<file path="src/rtl/clkdiv_bank.sv">
// Bank of independent programmable clock dividers with shadowed configuration.
// A new divisor/mode is applied only at a wrap, a sync, or while the channel is disabled.
module clkdiv_bank #(
  parameter  int WIDTH        = 16,
  parameter  int CHANNELS     = 4,
  parameter  int DEFAULT_DIV  = 1,
  parameter  int DEFAULT_MODE = 0,
  localparam int CHW          = (CHANNELS > 1) ? $clog2(CHANNELS) : 1
) (
  input  logic                clk,
  input  logic                reset,
  input  logic [CHANNELS-1:0] en,
  input  logic                sync,
  input  logic                cfg_we,
  input  logic [CHW-1:0]      cfg_ch,
  input  logic [WIDTH-1:0]    cfg_div,
  input  logic                cfg_mode,
  output logic [CHANNELS-1:0] clkout,
  output logic [CHANNELS-1:0] tick,
  output logic [CHANNELS-1:0] pending
);

  logic [WIDTH-1:0]    r_cnt   [CHANNELS];
  logic [WIDTH-1:0]    r_div_a [CHANNELS];
  logic [WIDTH-1:0]    r_div_s [CHANNELS];
  logic [CHANNELS-1:0] r_mode_a;
  logic [CHANNELS-1:0] r_mode_s;
  logic [CHANNELS-1:0] r_pending;
  logic [CHANNELS-1:0] r_clkout;
  logic [CHANNELS-1:0] r_tick;

  logic                w_cfg_ok;
  logic [CHANNELS-1:0] w_wr;
  logic [CHANNELS-1:0] w_wrap;
  logic [CHANNELS-1:0] w_apply;
  logic [CHANNELS-1:0] w_mode_chg;

  // The apply decision reads the shadow before any coincident write lands in it.
  always_comb begin
    w_cfg_ok   = cfg_we && (32'(cfg_ch) < CHANNELS);
    w_wr       = '0;
    w_wrap     = '0;
    w_apply    = '0;
    w_mode_chg = '0;
    for (int i = 0; i < CHANNELS; i++) begin
      w_wr[i]       = w_cfg_ok && (32'(cfg_ch) == i);
      w_wrap[i]     = en[i] && (r_cnt[i] == r_div_a[i]);
      w_apply[i]    = r_pending[i] && (sync || !en[i] || w_wrap[i]);
      w_mode_chg[i] = w_apply[i] && (r_mode_s[i] != r_mode_a[i]);
    end
  end

  always_ff @(posedge clk or posedge reset) begin
    if (reset) begin
      for (int i = 0; i < CHANNELS; i++) begin
        r_cnt[i]   <= '0;
        r_div_a[i] <= WIDTH'(DEFAULT_DIV);
        r_div_s[i] <= WIDTH'(DEFAULT_DIV);
      end
      r_mode_a  <= {CHANNELS{1'(DEFAULT_MODE)}};
      r_mode_s  <= {CHANNELS{1'(DEFAULT_MODE)}};
      r_pending <= '0;
      r_clkout  <= '0;
      r_tick    <= '0;
    end else begin
      for (int i = 0; i < CHANNELS; i++) begin
        if (w_apply[i]) begin
          r_div_a[i]  <= r_div_s[i];
          r_mode_a[i] <= r_mode_s[i];
        end

        if (w_wr[i]) begin
          r_div_s[i]   <= cfg_div;
          r_mode_s[i]  <= cfg_mode;
          r_pending[i] <= 1'b1;
        end else if (w_apply[i]) begin
          r_pending[i] <= 1'b0;
        end

        if (sync || !en[i]) begin
          r_cnt[i]    <= '0;
          r_clkout[i] <= 1'b0;
          r_tick[i]   <= 1'b0;
        end else if (w_wrap[i]) begin
          r_cnt[i] <= '0;
          if (w_mode_chg[i]) begin
            r_clkout[i] <= 1'b0;
            r_tick[i]   <= 1'b0;
          end else if (r_mode_a[i]) begin
            r_clkout[i] <= 1'b0;
            r_tick[i]   <= 1'b1;
          end else begin
            r_clkout[i] <= ~r_clkout[i];
            r_tick[i]   <= 1'b0;
          end
        end else begin
          r_cnt[i]  <= r_cnt[i] + WIDTH'(1);
          r_tick[i] <= 1'b0;
        end
      end
    end
  end

  assign clkout  = r_clkout;
  assign tick    = r_tick;
  assign pending = r_pending;

endmodule

</file>
<file path="config.mk">
export PLATFORM = sky130hd
export DESIGN_NAME = clkdiv_bank
export DESIGN_NICKNAME = d
export VERILOG_FILES = /design/src/rtl/clkdiv_bank.sv
export SDC_FILE = /design/constraint.sdc
export NUM_CORES = 1
export LEC_CHECK = 0
export CORE_MARGIN = 2
export CORE_UTILIZATION = 45
export CTS_CLUSTER_SIZE = 40
export DETAILED_ROUTE_END_ITERATION = 8
export HOLD_SLACK_MARGIN = 0.02
export PLACE_DENSITY = 0.71
export SYNTH_ARGS = -nofsm -noshare
export SYNTH_HDL_FRONTEND = slang
export SYNTH_SLANG_ARGS = --single-unit
</file>
<file path="constraint.sdc">
create_clock -name clk -period 9.2 [get_ports clk]
set_input_delay 1.84 -clock clk [delete_from_list [all_inputs] [get_ports clk]]
set_output_delay 1.84 -clock clk [all_outputs]
set_load 0.02 [all_outputs]
</file>
==> results of run 1 <==
[final cells by class]
class	count	share of cell area (%)
sequential	212	42.3
multi-input combinational	827	44.1
tap	324	3.23
clock buffer	30	5.27
inverter	14	0.478
timing repair buffer	47	3.57
clock inverter	11	1.04
[layout by cell type, fill, tap and decap left out, types with 4 or more instances in the layout]
cell type,synthesis,routed
sky130_fd_sc_hd__clkinv_1,4,4
sky130_fd_sc_hd__clkbuf_16,0,23
sky130_fd_sc_hd__mux2i_1,4,4
sky130_fd_sc_hd__nor2_1,148,148
sky130_fd_sc_hd__xnor2_1,43,43
sky130_fd_sc_hd__and3_1,7,7
sky130_fd_sc_hd__buf_4,2,9
sky130_fd_sc_hd__dfstp_2,8,8
sky130_fd_sc_hd__dfrtp_1,204,204
sky130_fd_sc_hd__clkdlybuf4s50_1,0,38
sky130_fd_sc_hd__nor4_2,6,6
sky130_fd_sc_hd__and2_1,70,70
sky130_fd_sc_hd__inv_1,10,9
sky130_fd_sc_hd__o311ai_1,58,58
sky130_fd_sc_hd__o2111a_1,4,4
sky130_fd_sc_hd__xor2_1,77,77
sky130_fd_sc_hd__nand2_1,166,166
sky130_fd_sc_hd__mux2_2,68,68
sky130_fd_sc_hd__nand4_1,13,13
sky130_fd_sc_hd__or2_1,4,4
sky130_fd_sc_hd__a221oi_1,68,68
sky130_fd_sc_hd__nand3_1,33,33
sky130_fd_sc_hd__ha_1,4,4
sky130_fd_sc_hd__nor3_1,9,9
sky130_fd_sc_hd__clkbuf_8,0,6
sky130_fd_sc_hd__clkinv_2,0,8
sky130_fd_sc_hd__nor2b_2,0,4
sky130_fd_sc_hd__o311ai_0,10,10
[final timing paths]
path / start / to / slack (ns) / depth (start not counted)
max reg2reg: r_div_a[0]$_DFFE_PP1P_ / pending[3]$_DFFE_PP0P_ / 6.51 / 5
min reg2reg: r_div_s[10]$_DFFE_PP0P_ / r_div_s[10]$_DFFE_PP0P_ / 0.50 / 1
min: r_div_s[10]$_DFFE_PP0P_ / r_div_s[10]$_DFFE_PP0P_ / 0.50 / 1
max: pending[3]$_DFFE_PP0P_ / pending[3] / 5.30 / 1
min in group asynchronous: reset / r_cnt[45]$_DFF_PP0_ / 1.93 / 2
max in group asynchronous: reset / r_div_s[27]$_DFFE_PP0P_ / 5.62 / 3
[cells by family after synthesis]
group                      after synthesis
AOI/OAI and AO/OA                      148
xor gates and xnor gates               120
adders and majority gates                4
buffers and inverters                   84
DFF                                    212
muxes                                   72
and+or+nand+nor                        483
[flip-flops by register name (all words and copies together) (netlist names)]
signal    cells
r_div_s      64
r_mode_a      4
pending       4
tick          4
clkout        4
r_mode_s      4
r_div_a      64
r_cnt        64
[Yosys cell counts (10+ instances only)]
library cell	number
sky130_fd_sc_hd__dfrtp_1	204
sky130_fd_sc_hd__xnor2_1	43
sky130_fd_sc_hd__buf_6	13
sky130_fd_sc_hd__mux2_2	68
sky130_fd_sc_hd__nand2_1	166
sky130_fd_sc_hd__nand4_1	13
sky130_fd_sc_hd__o311ai_0	10
sky130_fd_sc_hd__and2_1	70
sky130_fd_sc_hd__buf_2	17
sky130_fd_sc_hd__nand3_1	33
sky130_fd_sc_hd__nor2_1	148
sky130_fd_sc_hd__xor2_1	77
sky130_fd_sc_hd__a221oi_1	68
sky130_fd_sc_hd__clkbuf_1	33
sky130_fd_sc_hd__o311ai_1	58
sky130_fd_sc_hd__inv_1	10
[metrics by stage]
stage / instances / area, um^2 / hold WS (ns) / power [mW] / worst slack, ns
floorplan: 1123 / 11300 / 0.479 / 1.38 / 1.58
global placement: 1424 / 11800 / 0.487 / 1.46 / 4.97
detailed placement: 1424 / 11800 / 0.493 / 1.48 / 5.00
CTS: 1465 / 12600 / 0.508 / 2.45 / 5.27
global route: 1465 / 12600 / 0.514 / 2.55 / 5.23
finish: 1465 / 12600 / 0.503 / 2.43 / 5.30
[power breakdown]
part / internal (mW) / switching (mW) / leakage (nW) / total [mW]
combinational: 0.167 / 0.153 / 1.93 / 0.320
clock: 0.588 / 0.377 / 0.401 / 0.966
sequential: 1.05 / 0.0940 / 2.54 / 1.14
total: 1.80 / 0.624 / 4.87 / 2.43
[metal layers]
metal / vias up / wire length [um]
met4: 0 / 555
met5: - / 0
met2: 154 / 11800
li1: 3994 / -
met1: 4184 / 11800
met3: 42 / 1020
==> results.md, run 1 <==
* Status: finished, final reports clean
* Met3 track utilization from global routing at under 10%
* Distinct cell type count after synthesis at between 40 and 50
* TritonCTS Buffers at 23
* Cell at the root of the clock tree: sky130_fd_sc_hd__clkbuf_16
* Fraction of the yosys area taken by sequential cells at a little under half
* Clock latency reported for the late side of the worst-skew pair at a little over 0.5 ns
* Height of the die at approximately 160 um
* Total half-perimeter wirelength after legalization and detailed placement at roughly 16000 um
* Net total in the final layout at about 1200
* Final Hold Fails at 0
* Pin count of the biggest net entering global routing at 131
* Largest family of logic cells by synthesized area: simple AND/OR/NAND/NOR gates
* Post-synth EDFFs at 0
* Mean area per synthesized cell at about 10 um^2
* Filler cell count in the final layout at approximately 2100
* Drt via density at 5.72
* Post-Syn Instances at about 1100
* Clock tree from TritonCTS: built
* Final clock skew at between 0.01 and 0.015 ns
* Final weighted congestion in routability-driven placement at around 0.79
* Net count after synthesis at approximately 1200
* Cell area after synthesis at 0.0113 mm^2
* Cell accounting for the most synthesized area: sky130_fd_sc_hd__dfrtp_1
* Type of origin of the critical path: flop
* Worst setup EP type: output port
* Largest cells by area after synthesis: sky130_fd_sc_hd__dfrtp_1, sky130_fd_sc_hd__mux2_2, sky130_fd_sc_hd__xor2_1, sky130_fd_sc_hd__nand2_1, sky130_fd_sc_hd__a221oi_1
* Top Usage Layer GRT: met2
* Total leakage power at between 4 and 5 nW
* Clock net sink count at 212
* Transition time at the pin with the least slew margin at 1.23 ns
* Post-cts repair resize count at 0
* Yosys warnings at 0
* Overall Global Routing Usage at 19.8%
* Worst-path clk slew at 0.06 ns
* Footprint of the flip-flops and latches at roughly 0.0053 mm^2
* DR vias at roughly 8400
* # port buffers at 38
* Required @ worst endpoint at around 7.4 ns
* Horizontal die dimension at 162 um
* Number of diodes at 0
* Minimum clock period after layout at between 3 and 4 ns
* Arrival time of data at the critical path endpoint at 2.06 ns
* Final routed wirelength across all metal layers at about 25000 um
* Largest fanout on the critical path at 19
* Count of antenna-violating nets left after detailed routing at 0
* Type of the worst setup path: reg2out
* CTS H-tree lvls at 1
* Post-synthesis compound-gate area fraction at 11.7%
* Unrepaired setup endpoints after global routing: no
* Wire length of the first global-routing pass at 42900 um
* Crit-path slowest cell: sky130_fd_sc_hd__dfrtp_1
* # IOs at 39
* Critical path's largest stage delay at about 0.8 ns
* Growth of design area from synthesis to finish at 11.3%
* Post-synthesis simple-gate area fraction at 20.4%
* Fraction of met1 tracks used by global routing at between 20 and 30%
* Number of max-slew violations in the final report at 0
* Post-synthesis adder-cell area fraction at less than 1%
* FFs w/ async S/R, synth at 100%
* Final period utilization at 42.4%
* Maximum achievable frequency at 256 MHz
* Area of the multi-input gates at 0.00554 mm^2
* Number of maximum-capacitance constraint violations at 0
* Final core utilization at 51.3%
* DRC violation total after the first TritonRoute iteration at about 560
* Number of hold buffers added after cts at 0
* Final setup violation count at 0
* Buffers & Inverters on Critical Path at 1
* Via count of the first global-routing pass at 8193
* Post-synth top flop: sky130_fd_sc_hd__dfrtp_1
* Core Box Area at between 0.02 and 0.025 mm^2
* GR Layer Usage met2 at about a third
* Global route overflow at 0
* Count of buffers added by post-CTS timing repair for setup at 0
* Clock Tree Buf Depth at 3
* First-pass DRT Iterations at 5
* Post-synthesis register bit count at roughly 210
* Effective utilization at floorplan at a little under half
* Drt wl/cell at approximately 17 um
* CP Cell Sequence: clkdlybuf4s50_1
* Multiplexer share of the synthesized area at between 7 and 8%
* Proportion of layout cells with a drive suffix above 1 at between 10% and 20%
* Row cnt at between 50 and 60
* XOR/XNOR Fraction of Synth Area at approximately a tenth
* Worst voltage drop across the vdd grid at 0.114 mV
* Die area at between 0.02 and 0.03 mm^2
* Hold/Removal Path Class: reg2reg
* Relative slew slack at around 18%
* Share of Yosys cell area claimed by the top area cell type at between 40 and 50%
* DRC viols at 0
* Power Density at between 150 and 200 mW/mm^2
* Final TNS setup at 0 ns
* Number of antenna violations at the first check in global routing at 0
* Kind of cell with the highest combined delay on the critical path: flip-flops
No activity file was read; power rests on OpenSTA's default activity.
==> run 2: changes to the inputs <==
Clock period 9.2 ns to 3.8 ns, I/O delays scaled along.
==> results.md, run 2 (same netlist as run 1, synthesis figures left out) <==
* Type of origin of the critical path: flop
* Core Box Area at ~0.024 mm^2
* Worst setup EP type: output port
* Final clock skew at 0.0105 ns
* # IOs at 39
* Final Hold Fails at 0
* Worst hold slack at roughly 0.5 ns
* Maximum achievable frequency at 356 MHz
* Most common cell after layout, fill and taps aside: sky130_fd_sc_hd__dfrtp_1
* Cell at the root of the clock tree: sky130_fd_sc_hd__clkbuf_16
* Critical register-to-register path endpoint: pending[2]$_DFFE_PP0P_
* Final weighted congestion in routability-driven placement at 0.799
* Worst-path clk slew at about 0.060 ns
* Height of the die at around 160 um
* Worst voltage drop across the vdd grid at ~0.36 mV
* DRC violation total after the first TritonRoute iteration at 449
* Clock Tree Buf Depth at 3
* Buffers & Inverters on Critical Path at 1
* Kind of cell with the highest combined delay on the critical path: flip-flops
* Most used cells in the layout excluding fill and tap cells: sky130_fd_sc_hd__dfrtp_1, sky130_fd_sc_hd__nand2_1, sky130_fd_sc_hd__nor2_1
* CTS H-tree lvls at 1
* CP Cell Sequence: clkdlybuf4s50_1
* Arrival time of data at the critical path endpoint at just over 2 ns
* Finished Layout Cells at between 1000 and 1500
* Total half-perimeter wirelength after legalization and detailed placement at about 17000 um
* Drt wl/cell at approximately 17 um
* Largest fanout on the critical path at 19
* Type of the worst setup path: reg2out
* Registers with the highest flip-flop counts: r_cnt (64), r_div_a (64), r_div_s (64)
* Die area at between 0.02 and 0.03 mm^2
* Hold/Removal Path Class: in2async
* Overall Global Routing Usage at between 10% and 20%
* First-pass DRT Iterations at 5
* Post-place setup slack at 0.744 ns
* Pin count of the biggest net entering global routing at roughly 110
* Horizontal die dimension at ~160 um
* Clock tree from TritonCTS: built
* # port buffers at 38
* Crit-path slowest cell: sky130_fd_sc_hd__dfrtp_1
* Final period utilization at about three quarters
* Final setup violation count at 0
* Number of hold buffers added after cts at 0
* Count of buffers added by post-CTS timing repair for setup at 0
* Worst reg2reg setup slack at about 1.5 ns
* Growth of design area from synthesis to finish at 12.0%
* Number of diodes at 0
* Row cnt at 57
* Critical path's largest stage delay at approximately 0.80 ns
* Count of antenna-violating nets left after detailed routing at 0
* Clock latency reported for the late side of the worst-skew pair at around 0.5 ns
* Depth of the worst register-to-register path at 5
* Relative slew slack at between 30% and 40%
* Drt via density at approximately 5.6
* Power Density at approximately 460 mW/mm^2
* Final TNS setup at 0 ns
* Wire length of the first global-routing pass at 41700 um
* Post-route cell area at between 0.01 and 0.015 mm^2
* Power Total at around 5.8 mW
* Number of maximum-capacitance constraint violations at 0
* Number of antenna violations at the first check in global routing at 0
* Final core utilization at 51.7%
* Status: finished, final reports clean
* Startpoint of the worst register-to-register path: r_div_a[16]$_DFFE_PP1P_
* DR vias at approximately 8300
* Via count of the first global-routing pass at 7961
* Effective utilization at floorplan at approximately 46%
* Final routed wirelength across all metal layers at 25100 um
* Clock net sink count at ~210
* Transition time at the pin with the least slew margin at ~0.98 ns
* Total leakage power at ~4.9 nW
* TritonCTS Buffers at 25
* Min setup slack post-route at between 0.9 and 1 ns
* Placed cell count at 1432
* Post-cts repair resize count at 0
* Unrepaired setup endpoints after global routing: no
* Global route overflow at 0
* DRC viols at 0
* Number of max-slew violations in the final report at 0
* Required @ worst endpoint at approximately 3 ns
* Placed cell areas at roughly 0.012 mm^2
* Minimum clock period after layout at approximately 2.8 ns
* Net total in the final layout at ~1200
* Proportion of layout cells with a drive suffix above 1 at about 14%
-- run 2: changes by cell type in the layout (fill, tap and decap cells not counted), sizes merged --
| cell | change |
|---|---|
| buf | +8 |
| clkbuf | +7 |
| bufinv | -3 |
| clkinvlp | +1 |
| inv | -1 |
-- run 2: worst max-delay path by stage --
stage                           start                 endpoint  slack (ns)  cells after the start
2_1_floorplan                   reset    clkout[0]$_DFFE_PP0N_        0.29                      1
3_3_place_gp                     sync  r_div_a[21]$_DFFE_PP0P_        0.81                      6
3_5_place_dp                     sync  r_div_a[21]$_DFFE_PP0P_        0.74                      6
4_1_cts        pending[3]$_DFFE_PP0P_               pending[3]        0.96                      1
5_1_grt        pending[3]$_DFFE_PP0P_               pending[3]        0.91                      1
6_report       pending[3]$_DFFE_PP0P_               pending[3]        0.99                      1
-- run 2: final cells by class --
| type | instances | area [um^2] |
|---|---|---|
| fillers | 2150 | 11800 |
| multi-input cells | 827 | 5540 |
| flip-flops and latches | 212 | 5320 |
| clock buffers | 37 | 751 |
| repair buffers | 55 | 520 |
| well taps | 324 | 405 |
| inverters | 14 | 56.3 |
| clock inverters | 8 | 51.3 |
-- run 2: layer usage --
layer | track usage [%] | routed length (um) | vias to the layer above | part of all wire [%]
li1 | - | - | 4020 | -
met1 | 27.7 | 11600 | 4128 | 46
met2 | 31.8 | 12100 | 159 | 48
met3 | 2.57 | 1050 | 31 | 4.2
met4 | 3.78 | 356 | 0 | 1.4
met5 | 0 | 0 | - | 0
-- run 2: power breakdown --
group | leakage (nW) | switching (mW) | internal (mW)
sequential | 2.54 | 0.231 | 2.54
clock | 0.405 | 0.933 | 1.37
combinational | 1.96 | 0.371 | 0.407
-- run 2: worst register-to-register path, delay by kind of cell, from the launching register on --
family           cells  cell delay [ns]
flip-flops           1             0.55
XOR/XNOR             1             0.08
AND/OR/NAND/NOR      2             0.82
AO/OA/AOI/OAI        2             0.69
==> run 3: changes to the inputs <==
Settings changed: PLACE_DENSITY 0.71 to 0.73.
Clock period 3.8 ns to 2.5 ns, I/O delays scaled along.
==> results.md, run 3 (same netlist as run 1, synthesis figures left out) <==
* Status: finished, final reports clean
* Effective utilization at floorplan at a little under half
* Core Box Area at 0.0245 mm^2
* Clock group share of total power at approximately two fifths
* DR vias at around 8400
* Worst-path clk slew at ~0.060 ns
* First-pass DRT Iterations at 5
* Global route overflow at 0
* Relative slew slack at 41.1%
* Startpoint of the worst register-to-register path: r_cnt[44]$_DFF_PP0_
* Count of buffers added by post-CTS timing repair for setup at 0
* Maximum achievable frequency at approximately 440 MHz
* Start point of the critical path: pending[3]$_DFFE_PP0P_
* Wire length of the first global-routing pass at 41400 um
* Transition time at the pin with the least slew margin at just under 0.9 ns
* Most used cells in the layout excluding fill and tap cells: sky130_fd_sc_hd__dfrtp_1, sky130_fd_sc_hd__nand2_1, sky130_fd_sc_hd__nor2_1
* # port buffers at 38
* Drt via density at around 5.7
* Post-cts repair resize count at 0
* DRC viols at 0
* Cell at the root of the clock tree: sky130_fd_sc_hd__clkbuf_16
* Via count of the first global-routing pass at ~8000
* Final period utilization at between 90 and 100%
* Row cnt at 57
* Worst setup EP type: output port
* Power Total at between 8 and 9 mW
* CTS H-tree lvls at 1
* Count of antenna-violating nets left after detailed routing at 0
* Number of max-slew violations in the final report at 0
* DRC violation total after the first TritonRoute iteration at between 400 and 500
* CP Cell Sequence: clkdlybuf4s50_1
* Registers with the highest flip-flop counts: r_cnt (64), r_div_a (64), r_div_s (64)
* Number of diodes at 0
* # IOs at 39
* NetSw at roughly 2.4 mW
* Number of maximum-capacitance constraint violations at 0
* Drt wl/cell at about 17 um
* Critical path's largest stage delay at 0.69 ns
* Unrepaired setup endpoints after global routing: no
* Clock net sink count at around 210
* Final clock skew at about 0.012 ns
* Largest fanout on the critical path at 8
* Final setup violation count at 0
* P_int at between 6 and 7 mW
* Required @ worst endpoint at roughly 2.0 ns
* Power Density at roughly 700 mW/mm^2
* Buffers & Inverters on Critical Path at 1
* Minimum clock period after layout at 2.28 ns
* Height of the die at 162 um
* Clock tree from TritonCTS: built
* Net total in the final layout at roughly 1200
* Number of hold buffers added after cts at 0
* Final Hold Fails at 0
* Type of origin of the critical path: flop
* Clock latency reported for the late side of the worst-skew pair at about 0.52 ns
* Overall Global Routing Usage at a little under a fifth
* Die area at roughly 0.026 mm^2
* Arrival time of data at the critical path endpoint at roughly 1.8 ns
* TritonCTS Buffers at 24
* Total half-perimeter wirelength after legalization and detailed placement at about 17000 um
* Number of antenna violations at the first check in global routing at 0
* Part of the total power dissipated in combinational logic at between 10% and 20%
* Proportion of layout cells with a drive suffix above 1 at approximately 15%
* Most common cell after layout, fill and taps aside: sky130_fd_sc_hd__dfrtp_1
* Kind of cell with the highest combined delay on the critical path: buffers and inverters
* Final core utilization at between 50% and 60%
* Crit-path slowest cell: sky130_fd_sc_hd__clkdlybuf4s50_1
* Share of total power consumed by net switching at 26.4%
* Final routed wirelength across all metal layers at around 25000 um
* Total leakage power at around 5.0 nW
* Type of the worst setup path: reg2out
* Final weighted congestion in routability-driven placement at about 0.8
* Hold/Removal Path Class: in2async
* Worst voltage drop across the vdd grid at a little under 0.5 mV
* Horizontal die dimension at roughly 160 um
* Growth of design area from synthesis to finish at 13.5%
* Clock Tree Buf Depth at 3
* Proportion of power drawn by flip-flops and latches at a little under half
* Pin count of the biggest net entering global routing at 122
[run 3: routing by layer]
| metal | part of all wire, % | up-vias | global-route usage (%) | wire [um] |
|---|---|---|---|---|
| li1 | - | 4042 | - | - |
| met5 | 0 | - | 0 | 0 |
| met1 | 45 | 4175 | 26.7 | 11300 |
| met3 | 4.3 | 32 | 2.72 | 1060 |
| met2 | 48 | 188 | 31.4 | 12100 |
| met4 | 2.0 | 0 | 4.95 | 488 |
[run 3: final cells by class]
class	instances	area [um^2]
Clock buffer	32	672
Clock inverter	12	129
Fill cell	2132	11700
Inverter	14	56.3
Multi-Input combinational cell	827	5540
Sequential cell	212	5320
Tap cell	324	405
Timing Repair Buffer	69	688
[run 3: power by group through the flow]
stage | Sequential [mW] | Clock (mW) | Combinational [mW]
after detailed placement | 4.24 | 0 | 1.24
final | 4.19 | 3.55 | 1.23
after global routing | 4.24 | 3.77 | 1.38
after global placement | 4.22 | 0 | 1.18
after floorplan | 4.13 | 0 | 0.964
after CTS | 4.18 | 3.63 | 1.25
[run 3: stage by stage]
stage               cells  TNS, ns  hold slack (ns)  area, um^2  setup slack (ns)
floorplan            1123  -153.28            0.479       11300            -0.750
CTS                  1490        0            0.507       12800             0.176
global placement     1446        0            0.487       12000            0.0694
global route         1490        0            0.520       12800             0.158
detailed placement   1446        0            0.493       12000           0.00944
finish               1490        0            0.497       12800             0.217
[run 3: final timing paths]
path | end | slack, ns | cells past startpoint
max in group asynchronous | r_cnt[2]$_DFF_PP0_ | 1.46 | 3
worst max-delay path | pending[3] | 0.22 | 1
min in group clk | r_div_s[4]$_DFFE_PP0P_ | 0.51 | 1
worst min-delay path | tick[2]$_DFF_PP0_ | 0.50 | 3
worst max register to register | r_div_a[45]$_DFFE_PP0P_ | 0.37 | 5
worst min register to register | r_div_s[4]$_DFFE_PP0P_ | 0.51 | 1
